===== src/rtl/vga_timing_pkg.sv =====
// Shared VGA timing definitions: 640x480@60 default constants, the receiver
// lock-state enum and a saturating counter helper. The same constants drive
// the VGA generator so that transmitter and receiver agree on geometry.
package vga_timing_pkg;

  localparam int VGA_H_TOTAL     = 800;
  localparam int VGA_V_TOTAL     = 525;
  localparam int VGA_H_ACT_START = 144;
  localparam int VGA_H_ACTIVE    = 640;
  localparam int VGA_V_ACT_START = 35;
  localparam int VGA_V_ACTIVE    = 480;

  // Ceiling of the 10-bit line/column counters; reaching it means sync was lost.
  localparam logic [9:0] CNT_MAX = 10'd1023;

  typedef enum logic [1:0] {
    ST_SEARCH = 2'd0,
    ST_TRACK  = 2'd1,
    ST_LOCKED = 2'd2
  } rx_state_e;

  function automatic logic [9:0] cnt_inc(input logic [9:0] c);
    return (c == CNT_MAX) ? c : c + 10'd1;
  endfunction

endpackage


===== src/rtl/vga_sync_edge.sv =====
// Sync input stage: registers one sync pin (stage 1) and flags its leading
// edge, i.e. the first stage-1 cycle at the asserted level.
//   clk_i   pixel clock
//   rst_i   asynchronous active-high reset
//   sync_i  raw sync pin
//   lead_o  leading-edge strobe, aligned with the stage-1 sample
module vga_sync_edge #(
  parameter bit POL = 1'b1
) (
  input  logic clk_i,
  input  logic rst_i,
  input  logic sync_i,
  output logic lead_o
);

  logic s1_q, prev_q;

  always_ff @(posedge clk_i or posedge rst_i) begin
    if (rst_i) begin
      s1_q   <= 1'b0;
      prev_q <= 1'b0;
    end else begin
      s1_q   <= sync_i;
      prev_q <= s1_q;
    end
  end

  assign lead_o = (s1_q == POL) && (prev_q != POL);

endmodule


===== src/rtl/vga_timing_rx.sv =====
// VGA timing receiver: measures line/frame geometry from hsync/vsync, locks
// after LOCK_FRAMES consecutive clean frames and then emits active-area pixel
// coordinates with the pixel data, two vga_clk cycles after the pins.
//   vga_clk, sys_rst       clock / async active-high reset
//   hsync, vsync, vga_rgb  VGA source pins (RGB444)
//   rx_x, rx_y, rx_rgb     active pixel position and data (0 outside active)
//   rx_de                  pixel valid
//   frame_start            pulse with the first active pixel of each frame
//   locked                 timing lock status
//   err_cnt                saturating count of lock losses
module vga_timing_rx
  import vga_timing_pkg::*;
#(
  parameter int H_TOTAL     = VGA_H_TOTAL,
  parameter int V_TOTAL     = VGA_V_TOTAL,
  parameter int H_ACT_START = VGA_H_ACT_START,
  parameter int H_ACTIVE    = VGA_H_ACTIVE,
  parameter int V_ACT_START = VGA_V_ACT_START,
  parameter int V_ACTIVE    = VGA_V_ACTIVE,
  parameter bit SYNC_POL    = 1'b1,
  parameter int LOCK_FRAMES = 2
) (
  input  logic        vga_clk,
  input  logic        sys_rst,
  input  logic        hsync,
  input  logic        vsync,
  input  logic [11:0] vga_rgb,
  output logic [9:0]  rx_x,
  output logic [9:0]  rx_y,
  output logic [11:0] rx_rgb,
  output logic        rx_de,
  output logic        frame_start,
  output logic        locked,
  output logic [7:0]  err_cnt
);

  localparam logic [9:0] H_LAST = 10'(H_TOTAL - 1);
  localparam logic [9:0] V_LAST = 10'(V_TOTAL - 1);
  localparam logic [9:0] HS     = 10'(H_ACT_START);
  localparam logic [9:0] HE     = 10'(H_ACT_START + H_ACTIVE);
  localparam logic [9:0] VS     = 10'(V_ACT_START);
  localparam logic [9:0] VE     = 10'(V_ACT_START + V_ACTIVE);
  localparam logic [7:0] LOCK_N = 8'(LOCK_FRAMES);

  // Stage 1
  logic        hs_lead, vs_lead;
  logic [11:0] rgb_s1_q;

  vga_sync_edge #(.POL(SYNC_POL)) u_hs (
    .clk_i(vga_clk), .rst_i(sys_rst), .sync_i(hsync), .lead_o(hs_lead)
  );
  vga_sync_edge #(.POL(SYNC_POL)) u_vs (
    .clk_i(vga_clk), .rst_i(sys_rst), .sync_i(vsync), .lead_o(vs_lead)
  );

  // Counters
  logic [9:0] h_cnt_q, h_cnt_d, v_cnt_q, v_cnt_d;
  logic       bad_line, bad_frame, bad;

  always_comb begin
    h_cnt_d = hs_lead ? 10'd0 : cnt_inc(h_cnt_q);
    if (vs_lead)      v_cnt_d = 10'd0;
    else if (hs_lead) v_cnt_d = cnt_inc(v_cnt_q);
    else              v_cnt_d = v_cnt_q;
  end

  // h_cnt parked at the ceiling means no hsync for a whole counter span.
  assign bad_line  = (hs_lead && (h_cnt_q != H_LAST)) || (h_cnt_q == CNT_MAX);
  assign bad_frame = vs_lead && (v_cnt_q != V_LAST);
  assign bad       = bad_line || bad_frame;

  // Lock FSM
  rx_state_e  state_q, state_d;
  logic [7:0] gf_q, gf_d;
  logic [7:0] err_q, err_d;

  always_comb begin
    state_d = state_q;
    gf_d    = gf_q;
    err_d   = err_q;
    case (state_q)
      ST_SEARCH: begin
        if (vs_lead) begin
          state_d = ST_TRACK;
          gf_d    = 8'd0;
        end
      end
      ST_TRACK: begin
        if (bad) begin
          state_d = ST_SEARCH;
        end else if (vs_lead) begin
          gf_d = gf_q + 8'd1;
          if (gf_q + 8'd1 >= LOCK_N) state_d = ST_LOCKED;
        end
      end
      ST_LOCKED: begin
        // Bad wins even when a good vsync edge lands in the same cycle.
        if (bad) begin
          state_d = ST_SEARCH;
          if (err_q != 8'hFF) err_d = err_q + 8'd1;
        end
      end
      default: state_d = ST_SEARCH;
    endcase
  end

  // Output stage: driven from the next-state counters so the outputs sit one
  // register after stage 1.
  logic        locked_q, locked_d;
  logic        de_q, de_d, fs_q, fs_d;
  logic [9:0]  x_q, x_d, y_q, y_d;
  logic [11:0] rgb_q, rgb_d;

  always_comb begin
    locked_d = (state_q == ST_LOCKED);
    de_d     = locked_q && (h_cnt_d >= HS) && (h_cnt_d < HE)
                        && (v_cnt_d >= VS) && (v_cnt_d < VE);
    x_d      = de_d ? h_cnt_d - HS : 10'd0;
    y_d      = de_d ? v_cnt_d - VS : 10'd0;
    rgb_d    = de_d ? rgb_s1_q : 12'd0;
    fs_d     = de_d && (h_cnt_d == HS) && (v_cnt_d == VS);
  end

  always_ff @(posedge vga_clk or posedge sys_rst) begin
    if (sys_rst) begin
      rgb_s1_q <= 12'd0;
      h_cnt_q  <= 10'd0;
      v_cnt_q  <= 10'd0;
      state_q  <= ST_SEARCH;
      gf_q     <= 8'd0;
      err_q    <= 8'd0;
      locked_q <= 1'b0;
      de_q     <= 1'b0;
      fs_q     <= 1'b0;
      x_q      <= 10'd0;
      y_q      <= 10'd0;
      rgb_q    <= 12'd0;
    end else begin
      rgb_s1_q <= vga_rgb;
      h_cnt_q  <= h_cnt_d;
      v_cnt_q  <= v_cnt_d;
      state_q  <= state_d;
      gf_q     <= gf_d;
      err_q    <= err_d;
      locked_q <= locked_d;
      de_q     <= de_d;
      fs_q     <= fs_d;
      x_q      <= x_d;
      y_q      <= y_d;
      rgb_q    <= rgb_d;
    end
  end

  assign rx_x        = x_q;
  assign rx_y        = y_q;
  assign rx_rgb      = rgb_q;
  assign rx_de       = de_q;
  assign frame_start = fs_q;
  assign locked      = locked_q;
  assign err_cnt     = err_q;

endmodule

===== config.mk =====
export PLATFORM = sky130hd
export DESIGN_NAME = vga_timing_rx
export DESIGN_NICKNAME = d
export VERILOG_FILES = /design/src/rtl/vga_timing_pkg.sv /design/src/rtl/vga_sync_edge.sv /design/src/rtl/vga_timing_rx.sv
export SDC_FILE = /design/constraint.sdc
export NUM_CORES = 1
export LEC_CHECK = 0
export CORE_MARGIN = 10
export CORE_UTILIZATION = 40
export DETAILED_ROUTE_END_ITERATION = 12
export GPL_TIMING_DRIVEN = 0
export SETUP_SLACK_MARGIN = 0.1
export SYNTH_ARGS = -nofsm -noshare
export SYNTH_HDL_FRONTEND = slang
export SYNTH_HIERARCHICAL = 1
export SYNTH_SLANG_ARGS = --single-unit

===== constraint.sdc =====
create_clock -name vga_clk -period 4.4 [get_ports vga_clk]
set_input_delay 1.1 -clock vga_clk [delete_from_list [all_inputs] [get_ports vga_clk]]
set_output_delay 1.1 -clock vga_clk [all_outputs]
set_load 0.005 [all_outputs]

==> results.yml <==
die:
  core_area_mm2: 0.0102
  rows: 37
  initial_utilization_pct: 40.7
  die_width_um: 122
  io_pins: 59
  die_area_mm2: 0.0149
  fp.dieH_um: 122
layout:
  mostFrequentLayoutCell: "dfrtp_1"
  ratio_of_cells_with_drive_above_1_in_the_final_layout_pct: 8.49
  nets: 503
  design_area_mm2: 0.00518
  filler_cell_count: 957
  post_layout_util_pct: 50.6
  register_area_mm2: 0.00223
  final_cell_mix: "dfrtp_1 (89), clkdlybuf4s50_1 (58), nor2_1 (51)"
  syn2layout_area_growth_pct: 24.2
  multiInputGateArea_mm2: 0.00169
  number_of_antenna_diodes: 0
power:
  sequentialPowerShare_pct: 51.2
  pwr_per_cell_area_mw_per_mm2: 366
  netSwitchingPower_uw: 534
  p_comb_share_pct: 15.7
  switching_share_pct: 28.2
  irDropWorstVdd_v: 0.000177
  power.share.clock_pct: 33.1
  p_leak_uw: 0.00230
  cellInternalPower_uw: 1360
min_path:
  min_delay_path_depth: 0
  worst_hold_startpoint: "u_vs/s1_q"
  worstHoldEndpoint: "u_vs/prev_q"
  tightest_hold_check_type: "reg2reg"
routing:
  route.vias.total: 3158
  finalWirelength_mm: 8.87
  drcViolationCount: 0
  drt-wirelength-per-cell_um: 14.3
  final_antenna_net_count: 0
  via_density: 5.10
  drt_iter0_markers: 156
  first_pass_iters: 4
place:
  globalplace.congestion: 0.912
  estimated_wirelength_of_the_detail_placed_design_mm: 6.50
  placedInstanceArea_mm2: 0.00495
  placement.io_buffers: 58
sta:
  hold_violations: 0
  finalMaxSlewViolations: 0
  max_transition_margin_pct: 39.6
  fin_worst_skew_ps: 9.38
  clock.fmax_mhz: 258
  timing.final.crit_period_ps: 3880
  worst_slew_pin_slew_ps: 900
  grt_setup_unrepaired: "false"
  period_share_pct: 88.2
  finalSetupViolations: 0
clocking:
  htree_num_levels: 3
  postCtsSetupBuffers: 0
  tritoncts_clock_tree: "done"
  worst_skew_pair.late_latency_ps: 360
  clk_root_buffer_cell: "clkbuf_8"
  clk_pin_slew_ps: 90
  clock_tree.buffer_depth: 2
  clock_sink_count: 89
  postCtsResizedCells: 0
  cts_hold_buf: 0
  cts_buffers: 9
logic_synthesis:
  synth_nets: 433
  synth-simple-area-share_pct: 18.6
  syn-mean-instance-area_um2: 10.2
  postSynth.topFlopCell: "dfrtp_1"
  yosys.area_share.adder_pct: 2.70
  synth-edff-count: 0
  synthDistinctLibCells: 60
  yosys-top-cells-area: "dfrtp_1 (53%), nor2_1 (4.6%), xnor2_1 (3.4%)"
  yosysWarningCount: 6
  synth_top_family_by_area: "simple AND/OR/NAND/NOR gates"
  yosys-mux-area-fraction_pct: 1.50
  xor_xnor_share_of_the_synthesized_area_pct: 4.20
  post-synth-top-area-fraction_pct: 53.4
  fraction_of_registers_with_async_set_reset_pct: 100
  synthCells: 408
  synth_area_mm2: 0.00417
  synth-compound-area-share_pct: 13.5
  ys_seq_elements: 89
  netlist.top_cell.by_area: "dfrtp_1"
  seq_area_frac_synth_pct: 53.4
setup_path:
  cp_data_required_time_ps: 4680
  timing.rr.end: "rx_y[2]"
  worstPathArrival_ps: 4160
  worst_r2r_path_depth: 12
  path_class: "reg2reg"
  start_kind: "register"
  crit_fanout: 10
  reg_to_reg_setup_timing_slack_ps: 520
  worstReg2RegStart: "h_cnt_q[0]"
  critical_path.endpoint_type: "register"
flow_run:
  drv.max_cap_violation_count: 0
global_routing:
  grt_pass1_wl_mm: 14.6
  largest_net_degree_at_the_start_of_global_routing: 51
  grt_pass1_vias: 2932
  overflow: 0
  antenna_found_initial: 0
  groute.usage.overall_pct: 12.1
status:
  status: "complete, no violations"
-- worst max-delay path: stages (launching register included) --
cell,delay (ps)
dfrtp_1,460
ha_1,290
nand4_1,270
or3_1,500
a221oi_1,620
ha_1,260
o221ai_1,100
nor4b_1,520
nor4_1,90
a211o_1,300
buf_6,140
buf_6,140
nor2_1,120
-- how the worst max path moves through the flow --
stage,from,end,cells past startpoint,slack (ps)
3_5_place_dp,h_cnt_q[0],rx_x[8],12,570
2_1_floorplan,sys_rst,err_cnt[0],1,1110
4_1_cts,h_cnt_q[0],rx_x[8],12,550
3_3_place_gp,sys_rst,rx_rgb[8],2,-300
5_1_grt,h_cnt_q[0],rx_x[4],12,190
6_report,h_cnt_q[0],rx_y[2],12,520
-- logic make-up after synthesis --
family | Yosys count
buf+inv | 55
mux | 6
xor+xnor | 20
flops | 89
fa+ha+maj | 9
simple gates | 151
compound gates | 78
-- power groups by stage --
stage          sequential, uW  combinational, uW  clock (uW)
3_5_place_dp              983                301           0
6_report                  970                296         626
3_3_place_gp              982                289           0
4_1_cts                   968                303         652
5_1_grt                   987                341         691
2_1_floorplan             964                200           0
-- cell usage after synthesis, types with 4 or more instances --
cell type and n:
buf_6 5, nand2_1 24, mux2i_1 4, nor4_1 5, inv_1 36, nand3_1 15
and3_1 4, nor2_1 51, xnor2_1 16, clkbuf_1 8, and4_1 7, a31oi_1 7
or3_1 4, a21oi_1 15, dfrtp_1 89, xor2_1 4, a41oi_1 4, o21ai_0 18
nor3_1 14, ha_1 9, nand4_1 8
-- area by class of cell --
class | instances | share of cell area (%)
Multi-Input combinational cell | 264 | 32.6
Timing Repair Buffer | 59 | 11.7
Tap cell | 136 | 3.29
Clock buffer | 10 | 2.66
Clock inverter | 6 | 1.74
Buffer | 18 | 2.18
Sequential cell | 89 | 43.0
Inverter | 37 | 2.73
-- metrics by stage --
stage          std cells  total power [uW]  worst slack, ps  setup TNS (ps)  hold WS [ps]
3_5_place_dp         603              1280              573               0           370
5_1_grt              619              2020              186               0           409
6_report             619              1890              519               0           395
4_1_cts              619              1920              550               0           396
3_3_place_gp         602              1270             -301          -24960           370
2_1_floorplan        408              1160             1110               0           354
-- per-layer routing --
| metal | vias up | part of all wire, % | GRT usage [%] |
|---|---|---|---|
| met5 | - | 0 | 0 |
| met4 | 0 | 1.8 | 6.19 |
| li1 | 1574 | - | - |
| met1 | 1501 | 48 | 16.3 |
| met2 | 73 | 44 | 17.6 |
| met3 | 10 | 6.8 | 3.05 |
-- state kept, by name, indices dropped and copies added (netlist names) --
signal,count
rx_y,10
frame_start,1
rx_rgb,12
rx_x,10
gf_q,8
u_vs/prev_q,1
rx_de,1
v_cnt_q,10
u_hs/prev_q,1
err_cnt,8
locked,1
h_cnt_q,10
u_vs/s1_q,1
u_hs/s1_q,1
state_q,2
rgb_s1_q,12
Power figures use the tool's default switching activity.
